`src/rtl/vdma_frame_buf_ctrl.sv`:
```
// Per-channel triple-buffer base-address scheduler: rotates write/read frame slots for NCH channels.
// Latency: one axi_aclk edge from pulse (or base change) to updated indices and registered addresses.
// Backpressure: none; event pulses are consumed on the cycle they are sampled, and a disabled channel drops them.
//
// Ports:
//   axi_aclk, axi_reset         clock, synchronous active-high reset
//   ch_enable[NCH]              per-channel enable; a 0->1 edge reinitialises the slot state
//   ch_baseaddr[NCH]            slot-0 base address per channel
//   wr_frame_done[NCH]          writer finished the frame in its current slot (1-cycle pulse)
//   rd_frame_start[NCH]         reader is starting a frame (1-cycle pulse)
//   wr_addr/rd_addr[NCH]        registered slot base addresses for writer and reader
//   frame_valid[NCH]            at least one complete frame since reset/enable
//   drop_cnt/repeat_cnt[NCH]    saturating counts of unread-overwritten frames and stale read starts
module vdma_frame_buf_ctrl #(
  parameter int ASIZE      = 29,
  parameter int NCH        = 8,
  parameter int FRAME_STEP = 2211840,
  parameter int CNT_W      = 16
) (
  input  logic             axi_aclk,
  input  logic             axi_reset,
  input  logic [NCH-1:0]   ch_enable,
  input  logic [ASIZE-1:0] ch_baseaddr [NCH],
  input  logic [NCH-1:0]   wr_frame_done,
  input  logic [NCH-1:0]   rd_frame_start,
  output logic [ASIZE-1:0] wr_addr [NCH],
  output logic [ASIZE-1:0] rd_addr [NCH],
  output logic [NCH-1:0]   frame_valid,
  output logic [CNT_W-1:0] drop_cnt [NCH],
  output logic [CNT_W-1:0] repeat_cnt [NCH]
);

  localparam logic [ASIZE-1:0] STEP1 = ASIZE'(FRAME_STEP);
  localparam logic [ASIZE-1:0] STEP2 = ASIZE'(2 * FRAME_STEP);

  // Slot index -> byte offset from the channel base (addresses wrap at 2^ASIZE).
  function automatic logic [ASIZE-1:0] slot_off(input logic [1:0] idx);
    case (idx)
      2'd1:    return STEP1;
      2'd2:    return STEP2;
      default: return '0;
    endcase
  endfunction

  function automatic logic [CNT_W-1:0] sat_inc(input logic [CNT_W-1:0] v);
    return (&v) ? v : v + CNT_W'(1);
  endfunction

  logic [1:0]       wr_idx   [NCH];
  logic [1:0]       rd_idx   [NCH];
  logic [1:0]       last_idx [NCH];
  logic [NCH-1:0]   fresh;
  logic [NCH-1:0]   en_q;

  logic [1:0]       wr_idx_n   [NCH];
  logic [1:0]       rd_idx_n   [NCH];
  logic [1:0]       last_idx_n [NCH];
  logic [NCH-1:0]   fresh_n;
  logic [NCH-1:0]   frame_valid_n;
  logic [CNT_W-1:0] drop_cnt_n   [NCH];
  logic [CNT_W-1:0] repeat_cnt_n [NCH];

  // Slot rotation. wr_idx never equals rd_idx or last_idx, so the writer
  // only ever lands on the slot nobody is reading and that holds no pending frame.
  always_comb begin
    for (int c = 0; c < NCH; c++) begin
      wr_idx_n[c]      = wr_idx[c];
      rd_idx_n[c]      = rd_idx[c];
      last_idx_n[c]    = last_idx[c];
      fresh_n[c]       = fresh[c];
      frame_valid_n[c] = frame_valid[c];
      drop_cnt_n[c]    = drop_cnt[c];
      repeat_cnt_n[c]  = repeat_cnt[c];

      if (ch_enable[c] && !en_q[c]) begin
        // Re-enable restarts the rotation but keeps the statistics.
        wr_idx_n[c]      = 2'd1;
        rd_idx_n[c]      = 2'd0;
        last_idx_n[c]    = 2'd0;
        fresh_n[c]       = 1'b0;
        frame_valid_n[c] = 1'b0;
      end else if (ch_enable[c]) begin
        case ({wr_frame_done[c], rd_frame_start[c]})
          2'b10: begin
            last_idx_n[c]    = wr_idx[c];
            wr_idx_n[c]      = 2'd3 - wr_idx[c] - rd_idx[c];
            if (fresh[c]) drop_cnt_n[c] = sat_inc(drop_cnt[c]);
            fresh_n[c]       = 1'b1;
            frame_valid_n[c] = 1'b1;
          end
          2'b01: begin
            if (fresh[c]) begin
              rd_idx_n[c] = last_idx[c];
              fresh_n[c]  = 1'b0;
            end else begin
              repeat_cnt_n[c] = sat_inc(repeat_cnt[c]);
            end
          end
          2'b11: begin
            // Reader takes the frame just finished; writer reuses the slot the reader left.
            rd_idx_n[c]      = wr_idx[c];
            last_idx_n[c]    = wr_idx[c];
            wr_idx_n[c]      = rd_idx[c];
            fresh_n[c]       = 1'b0;
            frame_valid_n[c] = 1'b1;
          end
          default: ;
        endcase
      end
    end
  end

  always_ff @(posedge axi_aclk) begin
    if (axi_reset) begin
      for (int c = 0; c < NCH; c++) begin
        wr_idx[c]     <= 2'd1;
        rd_idx[c]     <= 2'd0;
        last_idx[c]   <= 2'd0;
        drop_cnt[c]   <= '0;
        repeat_cnt[c] <= '0;
        wr_addr[c]    <= ch_baseaddr[c] + STEP1;
        rd_addr[c]    <= ch_baseaddr[c];
      end
      fresh       <= '0;
      frame_valid <= '0;
      // Seeded from the live enable so a channel already enabled at reset sees no spurious edge.
      en_q        <= ch_enable;
    end else begin
      for (int c = 0; c < NCH; c++) begin
        wr_idx[c]     <= wr_idx_n[c];
        rd_idx[c]     <= rd_idx_n[c];
        last_idx[c]   <= last_idx_n[c];
        drop_cnt[c]   <= drop_cnt_n[c];
        repeat_cnt[c] <= repeat_cnt_n[c];
        wr_addr[c]    <= ch_baseaddr[c] + slot_off(wr_idx_n[c]);
        rd_addr[c]    <= ch_baseaddr[c] + slot_off(rd_idx_n[c]);
      end
      fresh       <= fresh_n;
      frame_valid <= frame_valid_n;
      en_q        <= ch_enable;
    end
  end

endmodule

```
`config.mk`:
```
export PLATFORM = sky130hd
export DESIGN_NAME = vdma_frame_buf_ctrl
export DESIGN_NICKNAME = d
export VERILOG_FILES = /design/src/rtl/vdma_frame_buf_ctrl.sv
export SDC_FILE = /design/constraint.sdc
export NUM_CORES = 1
export LEC_CHECK = 0
export CAP_MARGIN = 10
export CORE_AREA = 2 2 380 382
export CTS_CLUSTER_DIAMETER = 30
export DETAILED_ROUTE_END_ITERATION = 12
export DIE_AREA = 0 0 382 384
export SLEW_MARGIN = 30
export SYNTH_ARGS = -nofsm -noshare
export SYNTH_HDL_FRONTEND = slang
export SYNTH_SLANG_ARGS = --single-unit
```
`constraint.sdc`:
```
create_clock -name axi_aclk -period 4.97 [get_ports axi_aclk]
set_clock_uncertainty 0.15 [all_clocks]
set_input_delay 1.491 -clock axi_aclk [delete_from_list [all_inputs] [get_ports axi_aclk]]
set_output_delay 1.491 -clock axi_aclk [all_outputs]
set_load 0.01 [all_outputs]
```
==> key figures <==
Run status
  – Status: complete, no violations

Routing
  – DRT met1 WL: 47.6 mm
  – Final wirelength: 129 mm
  – DR vias: about 28000
  – Met3 wire len: 9.30 mm
  – DR vias/cell: about 4.4
  – Routed Antenna Nets: 0
  – Routed len/inst: between 20 and 25 um
  – # DRC: 0
  – Max layer used: met5
  – Initial detailed-routing violation count: roughly 1400
  – 1st-pass router iterations: 5
  – Met2 WL: 67.9 mm

Synth
  – Yosys reg bits: 680
  – Yosys top cell area share: 44.1%
  – Yosys cell types: 77
  – Post-synth EDFFs: 0
  – Sequential fraction of the synthesis area: between 40% and 50%
  – Cell count after synthesis: 3294
  – Syn_nets: roughly 3700
  – Syn. warnings: 0
  – Main synth FF type: dfxtp_1
  – Netlist Area Pre-Place: 0.0309 mm2
  – Largest cells by area after synthesis: dfxtp_1 44%, ha_1 5.8%, xnor2_1 5.8%
  – Average size of a mapped cell: around 9.4 um2
  – Area leader, netlist: dfxtp_1
  – Ys async rst share: 0%

Die
  – Initial core utilization: ~22%
  – Width of the chip: around 380 um
  – Core Box Area: roughly 0.14 mm2
  – Standard-cell rows: around 140
  – Die height: between 300 and 400 um
  – # IOs: roughly 1000
  – Die ar.: between 0.1 and 0.15 mm2

Timing
  – RSZ-0062 raised after global routing: no
  – Post-layout min period: ~4200 ps
  – Final Hold Vio Count: 0
  – Final slew viol count: 0
  – Slew HR: between 30% and 40%
  – Worst slew pin tran: roughly 910 ps
  – Fmax: roughly 240 MHz
  – Final setup fails: 0
  – Period utilization: between 80 and 90%

Cells and area
  – Layout cells sized above 1: a little under an eighth
  – Post-layout nets: around 4800
  – Post-route cell area: ~0.050 mm2
  – Area Growth Syn to Fin: 61.4%
  – Final Util: between 30% and 40%
  – Multi-input logic area: between 0.015 and 0.02 mm2
  – Non-filler cells, final: 6428
  – FF+latch area: 0.0136 mm2
  – Fill cells: 14272

Placed design
  – IO buf count: about 990
  – Placed Instances: 6079
  – Gpl congestion: roughly 0.89
  – Placed Area: 0.0428 mm2
  – Dpl hpwl: between 100 and 150 mm

Worst setup path
  – Worst path arrival time: about 4700 ps
  – Buf/Inv on CP: 3
  – Worst setup path class: input port to flip-flop
  – CP Data Required Time: approximately 5500 ps
  – Crit-path cells: clkdlybuf4s50_1, nand2b_1, nand2_1, a22oi_1, inv_1, ha_1, nand2_1, ha_1, a211oi_1, nor2_1, o41ai_1, buf_4, nor2_1, xor2_1
  – CP delay by family, top: buffers and inverters
  – CP startpoint kind: input port
  – Crit-path max FO: 7
  – CP peak stage delay: around 660 ps
  – Slowest-stage cell, CP: clkdlybuf4s50_1
  – Crit. End Element: flip-flop

CTS
  – CTS tree: yes
  – Num CTS Buffers: 187
  – Post-CTS setup buffers: 0
  – Clock Path Buffers: 3
  – # clock sinks: slightly below 700
  – Worst skew pair latency: a little under 800 ps
  – Root Driver: clkbuf_16
  – Clk slew on worst S/H paths: about 40 ps
  – Count of hold-fix buffers inserted at cts: 0
  – CTS H-tree lvls: 4
  – Post-CTS resize count: 0

Power
  – LEAKAGE: 0.0193 uW
  – VDD IR max: approximately 0.38 mV
  – Pwr dens: around 420 mW/mm2

Run
  – Max-cap viol count: 0

GRT
  – Vias in the first global route: approximately 28000
  – Largest net degree at the start of global routing: around 100
  – GRT Total Usage: 16.9%
  – Initial antenna violation count: 14
  – First-pass GRT wire length: between 150 and 200 mm
  – GR Overflow Total: 0

Hold path
  – Hold WC Path Type: flip-flop to flip-flop
area by class of cell:
class | instances | share of cell area, %
Antenna cell | 3 | 0.0151
Clock buffer | 240 | 10.2
Clock inverter | 106 | 3.82
Inverter | 85 | 0.646
Multi-Input combinational cell | 2299 | 31.4
Sequential cell | 680 | 27.3
Tap cell | 1903 | 4.78
Timing Repair Buffer | 1112 | 21.8
cell families (layout without fill, tap and decap cells):
group | count (synthesis) | count (layout) | share of synthesized area, %
AND/OR/NAND/NOR | 1195 | 1195 | 19.7
flip-flops | 680 | 680 | 44.1
AO/OA/AOI/OAI | 465 | 465 | 9.99
XOR/XNOR | 407 | 407 | 11.5
buffers and inverters | 315 | 1543 | 5.31
adder cells (fa/ha/maj) | 160 | 160 | 6.87
multiplexers | 72 | 72 | 2.50
other | 0 | 3 | 0
cells in the mapped netlist (9+ instances only):
library cell	n
o21ai_0	101
nor4_1	35
inv_1	85
xor2_1	203
or3_1	16
nand3_1	96
and4_1	35
o2111ai_1	23
dfxtp_1	680
nand4_1	105
and2_1	38
nor3_1	48
xnor2_1	204
a211oi_1	54
o22ai_1	13
buf_2	22
and3_1	55
ha_1	144
o31ai_1	16
a31oi_1	9
nand2b_1	20
nor2_1	406
mux2_2	40
or2_2	22
o211ai_1	12
clkbuf_1	82
buf_1	13
nand2_1	215
mux2i_1	31
a21o_1	27
buf_4	112
nor4b_1	15
nand4b_1	14
o41ai_1	18
fa_1	16
a22oi_1	32
a21oi_1	99
nor2b_1	24
nor3b_1	11
power by group:
| part | switching [uW] | total (uW) | internal, uW |
|---|---|---|---|
| sequential | 146 | 5900 | 5750 |
| combinational | 960 | 1980 | 1020 |
| clock | 3810 | 13200 | 9390 |
| total | 4920 | 21100 | 16200 |
path summary, 6_finish.rpt:
path	startpoint	endpoint	slack [ps]	cells past startpoint
max	wr_frame_done[0]	wr_addr[228]	770	14
min	frame_valid[3]	frame_valid[3]	320	2
max reg2reg	fresh[5]	rd_addr[85]	1270	12
min reg2reg	frame_valid[3]	frame_valid[3]	320	2
placed cells by master, fill, tap and decap left out, types with 15 or more instances in the layout:
cell type / instances
nor2b_1: 24
a21oi_1: 99
and2_1: 38
or3_1: 16
and4_1: 35
fa_1: 16
nor4_1: 35
o21ai_0: 101
nor3_1: 48
xnor2_1: 204
o31ai_1: 16
o41ai_1: 18
nand2b_1: 20
a22oi_1: 32
clkbuf_1: 31
nand3_1: 96
or2_2: 22
nor4b_1: 15
clkbuf_8: 22
ha_1: 144
o2111ai_1: 23
inv_1: 84
and3_1: 55
nand4_1: 105
clkinv_2: 30
mux2i_1: 31
xor2_1: 203
dfxtp_1: 680
a211oi_1: 54
a21o_1: 27
nand2_1: 215
clkbuf_16: 187
clkinvlp_4: 16
buf_4: 122
bufinv_16: 42
nor2_1: 406
clkdlybuf4s50_1: 984
mux2_2: 40
routing by layer:
| metal | GRT usage, % | up-vias |
|---|---|---|
| met5 | 0 | - |
| met4 | 6.05 | 18 |
| met3 | 5.74 | 218 |
| met2 | 31.7 | 881 |
| met1 | 17.3 | 13417 |
| li1 | - | 13685 |
worst reg2reg max path, cell delays in order (launching register included):
cell	delay (ps)
dfxtp_1	740
mux2_2	410
mux2i_1	120
o22ai_1	80
a22oi_1	250
ha_1	290
inv_1	120
ha_1	270
a211oi_1	350
o21bai_1	180
a41oi_1	360
nor4_1	100
xor2_1	160
registers in the layout, summed over array words and instances, names as in the netlist:
signal	cells
rd_addr	232
drop_cnt	128
repeat_cnt	128
wr_addr	120
last_idx	16
rd_idx	16
wr_idx	16
en_q	8
frame_valid	8
fresh	8
through the flow:
stage                     setup WS (ps)  TNS [ps]  hold slack [ps]  total power (uW)
after CTS                           742         0              329             21400
after global routing                528         0              350             21800
after global placement            -52.2     -96.9              320              7980
final                               768         0              322             21100
after detailed placement           -133      -537              318              7990
after floorplan                     708         0              315              6740
Note: power is estimated with default switching activity, not from simulation.
